--- src/rtl/mo_pixel_serializer.sv ---
// rtl/mo_pixel_serializer.sv - motion-object tile serializer driving MOSR/LMPD_b
// Double-buffered: a holding register feeds an 8-pixel shifter so consecutive tiles stream without gaps.
module mo_pixel_serializer #(
  parameter int         COLOR_W     = 3,
  parameter logic [3:0] TRANSP_CODE = 4'hF
) (
  input  logic               clk,
  input  logic               reset,
  input  logic               pix_en,
  input  logic               ld_valid,
  output logic               ld_ready,
  input  logic [31:0]        ld_data,
  input  logic [COLOR_W-1:0] ld_color,
  input  logic               ld_hflip,
  input  logic               ld_last,
  output logic [COLOR_W+3:0] MOSR,
  output logic               LMPD_b,
  output logic               busy,
  output logic               obj_done,
  output logic               underrun
);

  typedef enum logic [1:0] {IDLE, SHIFT, STALL} state_e;

  state_e state_q, state_d;

  logic               hold_full_q, hold_full_d;
  logic [31:0]        hold_data_q, hold_data_d;
  logic [COLOR_W-1:0] hold_color_q, hold_color_d;
  logic               hold_hflip_q, hold_hflip_d;
  logic               hold_last_q, hold_last_d;

  logic [31:0]        sh_data_q, sh_data_d;
  logic [COLOR_W-1:0] sh_color_q, sh_color_d;
  logic               sh_hflip_q, sh_hflip_d;
  logic               sh_last_q, sh_last_d;
  logic [2:0]         idx_q, idx_d;

  logic [COLOR_W+3:0] mosr_q, mosr_d;
  logic               lmpd_b_q, lmpd_b_d;
  logic               obj_done_q, obj_done_d;
  logic               underrun_q, underrun_d;

  logic               transfer;
  logic [2:0]         bit_sel;
  logic [7:0]         p0, p1, p2, p3;
  logic [3:0]         cur_pix;

  // Plane bit for the current emission slot; hflip walks the tile LSB first.
  always_comb begin
    bit_sel = sh_hflip_q ? idx_q : (3'd7 - idx_q);
    p3      = sh_data_q[31:24];
    p2      = sh_data_q[23:16];
    p1      = sh_data_q[15:8];
    p0      = sh_data_q[7:0];
    cur_pix = {p3[bit_sel], p2[bit_sel], p1[bit_sel], p0[bit_sel]};
  end

  always_comb begin
    state_d      = state_q;
    hold_full_d  = hold_full_q;
    hold_data_d  = hold_data_q;
    hold_color_d = hold_color_q;
    hold_hflip_d = hold_hflip_q;
    hold_last_d  = hold_last_q;
    sh_data_d    = sh_data_q;
    sh_color_d   = sh_color_q;
    sh_hflip_d   = sh_hflip_q;
    sh_last_d    = sh_last_q;
    idx_d        = idx_q;
    mosr_d       = mosr_q;
    lmpd_b_d     = 1'b1;
    obj_done_d   = 1'b0;
    underrun_d   = underrun_q;
    transfer     = 1'b0;

    case (state_q)
      IDLE: begin
        if (pix_en) mosr_d = {{COLOR_W{1'b0}}, TRANSP_CODE};
        if (hold_full_q) begin
          transfer = 1'b1;
          state_d  = SHIFT;
        end
      end
      SHIFT: begin
        if (pix_en) begin
          mosr_d   = {sh_color_q, cur_pix};
          lmpd_b_d = (cur_pix == TRANSP_CODE);
          idx_d    = idx_q + 3'd1;
          if (idx_q == 3'd7) begin
            obj_done_d = sh_last_q;
            if (hold_full_q) begin
              transfer = 1'b1;
            end else if (sh_last_q) begin
              state_d = IDLE;
            end else begin
              state_d    = STALL;
              underrun_d = 1'b1;
            end
          end
        end
      end
      STALL: begin
        if (pix_en) mosr_d = {sh_color_q, TRANSP_CODE};
        if (hold_full_q) begin
          transfer = 1'b1;
          state_d  = SHIFT;
        end
      end
      default: state_d = IDLE;
    endcase

    // Transfer and load are mutually exclusive: transfer needs a full hold, load an empty one.
    if (transfer) begin
      sh_data_d   = hold_data_q;
      sh_color_d  = hold_color_q;
      sh_hflip_d  = hold_hflip_q;
      sh_last_d   = hold_last_q;
      idx_d       = 3'd0;
      hold_full_d = 1'b0;
    end else if (ld_valid && !hold_full_q) begin
      hold_data_d  = ld_data;
      hold_color_d = ld_color;
      hold_hflip_d = ld_hflip;
      hold_last_d  = ld_last;
      hold_full_d  = 1'b1;
    end
  end

  always_ff @(posedge clk) begin
    if (reset) begin
      state_q      <= IDLE;
      hold_full_q  <= 1'b0;
      hold_data_q  <= '0;
      hold_color_q <= '0;
      hold_hflip_q <= 1'b0;
      hold_last_q  <= 1'b0;
      sh_data_q    <= '0;
      sh_color_q   <= '0;
      sh_hflip_q   <= 1'b0;
      sh_last_q    <= 1'b0;
      idx_q        <= 3'd0;
      mosr_q       <= {{COLOR_W{1'b0}}, TRANSP_CODE};
      lmpd_b_q     <= 1'b1;
      obj_done_q   <= 1'b0;
      underrun_q   <= 1'b0;
    end else begin
      state_q      <= state_d;
      hold_full_q  <= hold_full_d;
      hold_data_q  <= hold_data_d;
      hold_color_q <= hold_color_d;
      hold_hflip_q <= hold_hflip_d;
      hold_last_q  <= hold_last_d;
      sh_data_q    <= sh_data_d;
      sh_color_q   <= sh_color_d;
      sh_hflip_q   <= sh_hflip_d;
      sh_last_q    <= sh_last_d;
      idx_q        <= idx_d;
      mosr_q       <= mosr_d;
      lmpd_b_q     <= lmpd_b_d;
      obj_done_q   <= obj_done_d;
      underrun_q   <= underrun_d;
    end
  end

  assign ld_ready = ~hold_full_q;
  assign MOSR     = mosr_q;
  assign LMPD_b   = lmpd_b_q;
  assign busy     = (state_q != IDLE);
  assign obj_done = obj_done_q;
  assign underrun = underrun_q;

endmodule

--- config.mk ---
export PLATFORM = sky130hd
export DESIGN_NAME = mo_pixel_serializer
export DESIGN_NICKNAME = d
export VERILOG_FILES = /design/src/rtl/mo_pixel_serializer.sv
export SDC_FILE = /design/constraint.sdc
export NUM_CORES = 1
export LEC_CHECK = 0
export ABC_AREA = 0
export BUFFER_PORTS_ARGS = -buffer_cell sky130_fd_sc_hd__buf_2
export CAP_MARGIN = 20
export CORE_MARGIN = 5
export CORE_UTILIZATION = 30
export DETAILED_ROUTE_END_ITERATION = 12
export PLACE_DENSITY_LB_ADDON = 0.05
export SLEW_MARGIN = 20
export SYNTH_ARGS = -nofsm -noshare
export SYNTH_HDL_FRONTEND = slang
export SYNTH_SLANG_ARGS = --single-unit
--- constraint.sdc ---
create_clock -name clk -period 2.1 [get_ports clk]
set_input_delay 0.315 -clock clk [delete_from_list [all_inputs] [get_ports clk]]
set_output_delay 0.315 -clock clk [all_outputs]
set_load 0.02 [all_outputs]
Word-level counts from Yosys, hierarchy flattened

Cells that the tools add are included.

Bits in registers: 90
Bits in latches: 0
RAM bits: 0
Memory bits (read-only): 0
Input bits: 41
Output and inout port bits: 12
Logic and storage cells: 71
Memories kept: 0

$add $sub $neg: 2
Multipliers: 0
Div/mod/pow operators: 0
Magnitude comparators: 1
Eq/ne operators: 10
Shift operators: 0
Mux-type cells: 23
Bitwise gates (word level): 6
Reductions and logical operators: 14

Operators by type and width:

| kind                                                | count |
|---|---|
| 2-to-1 mux 7 bit                                    | 3 |
| case mux 7 bit (3 select lines)                     | 1 |
| binary-select mux 1 bit (select 3 bit)              | 4 |
| 2-to-1 mux 2 bit                                    | 5 |
| inequality test 2 bit (second input constant)       | 5 |
| AND reduction 4 bit                                 | 2 |
| 2-to-1 mux 1 bit                                    | 7 |
| NOT 1 bit                                           | 6 |
| AND reduction 5 bit                                 | 1 |
| == test 4 bit (second input constant)               | 1 |
| < comparator 3 x 4 -> 1 bit (second input constant) | 1 |
| case mux 2 bit (2 select lines)                     | 1 |
| AND reduction 2 bit                                 | 2 |
| OR reduction 2 bit                                  | 2 |
| OR reduction 4 bit                                  | 1 |
| adder 3 x 1 -> 3 bit (second input constant)        | 1 |
| == test 3 bit (second input constant)               | 1 |
| 2-to-1 mux 3 bit                                    | 1 |
| nonzero test 3 bit                                  | 1 |
| OR reduction 3 bit                                  | 1 |
| subtractor 3 bit (first input constant)             | 1 |
| == test 2 x 1 -> 1 bit (second input constant)      | 1 |
| == test 2 bit (second input constant)               | 1 |
| logical NOT 2 bit                                   | 1 |
| 5 further kinds                                     | 5 |

Depth between registers and ports, before layout

Depth in word-level cells: 6
Mapped depth: 8
Mapped depth without buffers: 8

Worst setup path after synthesis

No wires, ideal clock.

Kind: reg2reg
Start point: register idx_q[0]
End point: register sh_hflip_q
Library setup time: 70 ps
Data arrival time: 1,700 ps
Data required time: 2,030 ps
Setup slack: 329 ps
Cell stages (with the launch flop): 9
Buffers on the path: 2
Cells stage by stage: dfxtp_1 ha_1 ha_1 a311oi_1 or3_1 buf_2 buf_4 nand2_1 a21oi_1

Word-level cells in the longest chain between the ends: 4

RTL lines:

| element                         | line | text |
|---|---|---|
| start: declaration              | 37   | `logic [2:0] idx_q, idx_d;` |
| start signal: assignment        | 158  | `idx_q <= idx_d;` |
| == test 3 bit                   | 90   | `if (idx_q == 3'd7) begin` |
| 2-to-1 mux 1 bit                | 90   |  |
| 2-to-1 mux 1 bit                | 86   | `if (pix_en) begin` |
| case mux 1 bit (2 select lines) | 77   | `case (state_q)` |
| end signal: assignment          | 156  | `sh_hflip_q <= sh_hflip_d;` |
| end: declaration                | 35   | `logic sh_hflip_q, sh_hflip_d;` |

Every way passes these cells.
A chain may end at the register's enable or synchronous reset.

Worst setup path after layout

Start point: register state_q[0]
End point: register mosr_q[3] (netlist: MOSR[3])

Word-level cells in the longest chain between the ends: 3
Elaborated cells on any way between the ends: 9
Classes of those cells: eq/ne: 5; mux: 1; reduce/logical: 3

RTL lines:

| element                                                                             | line | text |
|---|---|---|
| start: declaration                                                                  | 25   | `state_e state_q, state_d;` |
| start signal: assignment                                                            | 148  | `state_q <= state_d;` |
| == test 2 bit (tied with other cells)                                               | 77   |  |
| inequality test 2 bit (no source line) / nonzero test 3 bit (equally long branches) | n/a  |  |
| AND reduction 4 bit (no source line)                                                | n/a  |  |
| end signal: assignment                                                              | 143  | `mosr_q <= {{COLOR_W{1'b0}}, TRANSP_CODE};` |
| end signal: assignment                                                              | 159  | `mosr_q <= mosr_d;` |
| end: declaration                                                                    | 39   | `logic [COLOR_W+3:0] mosr_q, mosr_d;` |

Parallel ways exist; a longest one is shown, timed or not.

==> summary.md <==
| Metric | Value |
|---|---|
| Min Clock Period, post-route | about 1900 ps |
| Initial Utilization | 30.51% |
| Worst path bufs/invs | 1 |
| Sequential Area | about 0.0018 sq mm |
| Dpl cells | a little under 700 |
| First-pass GRT wire length | about 16000 um |
| Area growth syn-to-layout | 18.59% |
| Drt pass-1 iters | 4 |
| ANT nets after route | 0 |
| Die Area | about 0.015 sq mm |
| # IOs | 53 |
| #FFs+latches synth | 90 |
| Cts bufs inserted | 9 |
| WP depth | 5 |
| Critical path class | reg -> reg |
| Max Fclk | 516.9 MHz |
| Synth unique cells | about 50 |
| Routed vias | around 3400 |
| Post-synthesis sequential area ratio | between 40% and 50% |
| Post-synth top area share | between 40% and 50% |
| Critical Path RT | about 2300 ps |
| Lkg Pwr | around 1.7 nW |
| Clock buffer depth | 2 |
| Vias per inst | between 4 and 5 |
| R2R Path Start | state_q[0] |
| Total congestion overflow | 0 |
| Die Height | 123.3 um |
| Data arrival time of the worst path | roughly 2100 ps |
| Setup crit end | MOSR[3] |
| Max cap viols | 0 |
| Post-Syn Area | just under 0.004 sq mm |
| Multi-input logic area | about 0.0018 sq mm |
| Worst hold slack | slightly above 200 ps |
| Min-delay src | ld_data[10] |
| CTS tree | yes |
| Worst reg-to-reg path cell count | 5 |
| Clk sink count | 90 |
| Kind of cell adding the most delay to the critical path | simple AND/OR/NAND/NOR gates |
| CP startpoint kind | register |
| CP max-delay cell | nor4b_1 |
| Status | completed |
| Worst-Skew Late Latency | roughly 340 ps |
| Max transition margin | a little under half |
| Core Area | approximately 0.013 sq mm |
| Setup WS post-layout | 165.6 ps |
| Hold Crit Class | in -> reg |
| Ys Warns | 0 |
| Unrepaired setup endpoints after global routing | no |
| Gpl congestion | 0.7589 |
| Worst r2r dst | MOSR[3] |
| Final instance count without filler cells | 709 |
| Initial antenna violation count | 0 |
| Top post-synthesis cells by area | dfxtp_1, nand2_1, a21oi_1 |
| Row Count | 41 |
| DR iter-0 viols | 146 |
| FILL cells | 1427 |
| Final wirelength | 9684 um |
| Async SR Flop Fraction | 0% |
| Crit path launch | state_q[0] |
| Layout cells sized above 1 | roughly 18% |
| Ant diodes | 0 |
| Clock slew at reported path FFs | ~60 ps |
| Fin. max-slew vios | 0 |
| Final setup viols | 0 |
| Crit-path cells | ha_1 > buf_4 > o31ai_1 > nor4b_1 > a21oi_1 |
| CP Max Fanout | 11 |
| Clock Skew | between 4 and 5 ps |
| Max H-tree Level | 3 |
| P per Cell Area | just over 800 mW/mm^2 |
| HPWL Detailed | around 6500 um |
| Worst Max-Slew Pin Slew | 810.1 ps |
| Syn avg cell area | just under 8 sq um |
| PortBufs | 52 |
| Routed wire length per instance | between 10 and 15 um |
| Ratio of final minimum period to clock period | ~92% |
| Synthesized Nets | 536 |
| Post-synth EDFFs | 0 |
| Most area-hungry cell type in the Yosys netlist | dfxtp_1 |
| Top_reg_cell synth | dfxtp_1 |
| Die W | 123.3 um |
| Clk root buf | clkbuf_16 |
| Largest net degree at the start of global routing | 68 |
| Synth Instances | a little under 500 |
| Setup TNS | 0 ps |
| Hold-fix buffer count after cts | 0 |
| Pre-CTS WS | ~150 ps |
| Maximum vdd drop | approximately 0.45 mV |
| Reg-to-reg slack, setup | between 150 and 200 ps |
| Total track usage | between 10% and 20% |
| Layout Nets | 579 |
| Largest stage delay, worst path | 700 ps |
| Final hold violation count | 0 |
| Vias in the first global route | between 3000 and 4000 |
| Hold depth | 3 |
| Drt drc | 0 |
| Crit. End Element | register |
## worst min path at each step
| stage | to | slack, ps |
|---|---|---|
| after global placement | MOSR[5] | 440 |
| after detailed placement | MOSR[5] | 440 |
| after global routing | hold_data_q[11] | 200 |
| after floorplan | sh_color_q[0] | 430 |
| after CTS | hold_data_q[10] | 180 |
| final | hold_data_q[10] | 200 |
## through the flow
stage | util (%) | cell area [sq um] | power, mW
6_report | 36.18 | 4566 | 3.799
5_1_grt | 36.18 | 4566 | 4.019
4_1_cts | 36.13 | 4559 | 3.876
3_5_place_dp | 34.03 | 4294 | 2.371
3_3_place_gp | 34.03 | 4294 | 2.366
2_1_floorplan | - | 3850 | 2.197
## flip-flops by register name, indices dropped and copies added (netlist names)
name	count
obj_done	1
LMPD_b	1
hold_full_q	1
sh_hflip_q	1
state_q	2
idx_q	3
sh_last_q	1
hold_data_q	32
hold_color_q	3
sh_data_q	32
MOSR	7
hold_hflip_q	1
hold_last_q	1
underrun	1
sh_color_q	3
## cells by family (layout without fill, tap and decap cells)
| group | after synthesis | in the layout | synth area share (%) |
|---|---|---|---|
| compound gates | 131 | 131 | 20.57 |
| xor+xnor | 1 | 1 | 0.2275 |
| fa+ha+maj | 6 | 6 | 1.950 |
| buf+inv | 47 | 95 | 5.687 |
| flops | 90 | 90 | 46.80 |
| mux | 6 | 6 | 1.982 |
| simple gates | 208 | 208 | 22.78 |
## worst register-to-register path, cell delays in order (launching register included)
cell and delay, ps:
dfxtp_1 400, ha_1 230, buf_4 200, o31ai_1 120, nor4b_1 700, a21oi_1 140
## power breakdown
group | switching, mW | internal [mW]
Combinational | 0.302 | 0.183
Clock | 0.642 | 0.829
Sequential | 0.0525 | 1.79
Total | 0.997 | 2.80
## layout by cell type, fill, tap and decap left out, types with 4 or more instances in the layout
cell,synthesis,final
ha_1,6,6
o21ai_0,8,8
nor3_1,10,10
clkbuf_16,0,9
mux2i_1,4,4
dfxtp_1,90,90
inv_1,12,12
o22ai_1,6,6
buf_2,7,52
buf_4,5,12
nand2_1,159,159
nor2_1,13,13
a21oi_1,86,86
nor2b_1,13,12
## timing repair
item                                    CTS  global route
setup buffers                             0             0
gates resized for setup                   0             1
endpoints found under the setup margin    0            36
## final cells by class
cell class / instances / share of cell area (%)
Inverter: 13 / 1.069
Timing Repair Buffer: 66 / 8.550
Multi-Input combinational cell: 352 / 40.39
Clock inverter: 3 / 0.3289
Tap cell: 172 / 4.714
Sequential cell: 90 / 39.46
Clock buffer: 13 / 5.481
## metal layers
| metal | track usage (%) | share of wire, % | up-vias |
|---|---|---|---|
| li1 | - | - | 1732 |
| met1 | 17.04 | 48 | 1548 |
| met4 | 5.536 | 2.2 | 0 |
| met2 | 21.71 | 45 | 65 |
| met3 | 4.529 | 4.7 | 20 |
| met5 | 0 | 0 | - |
## cells in the mapped netlist, types with 2 or more instances
| master | n |
|---|---|
| nand2_1 | 159 |
| dfxtp_1 | 90 |
| a21oi_1 | 86 |
| clkbuf_1 | 17 |
| nor2_1 | 13 |
| nor2b_1 | 13 |
| inv_1 | 12 |
| nor3_1 | 10 |
| o21ai_0 | 8 |
| buf_2 | 7 |
| ha_1 | 6 |
| o22ai_1 | 6 |
| buf_4 | 5 |
| mux2i_1 | 4 |
| a211o_1 | 3 |
| a32oi_1 | 3 |
| buf_1 | 3 |
| o2111ai_1 | 3 |
| o211ai_1 | 3 |
| o21a_1 | 3 |
| o221ai_1 | 3 |
| a21oi_2 | 2 |
| and2b_4 | 2 |
| buf_6 | 2 |
| o22ai_2 | 2 |
Note: power is estimated with default switching activity, not from simulation.
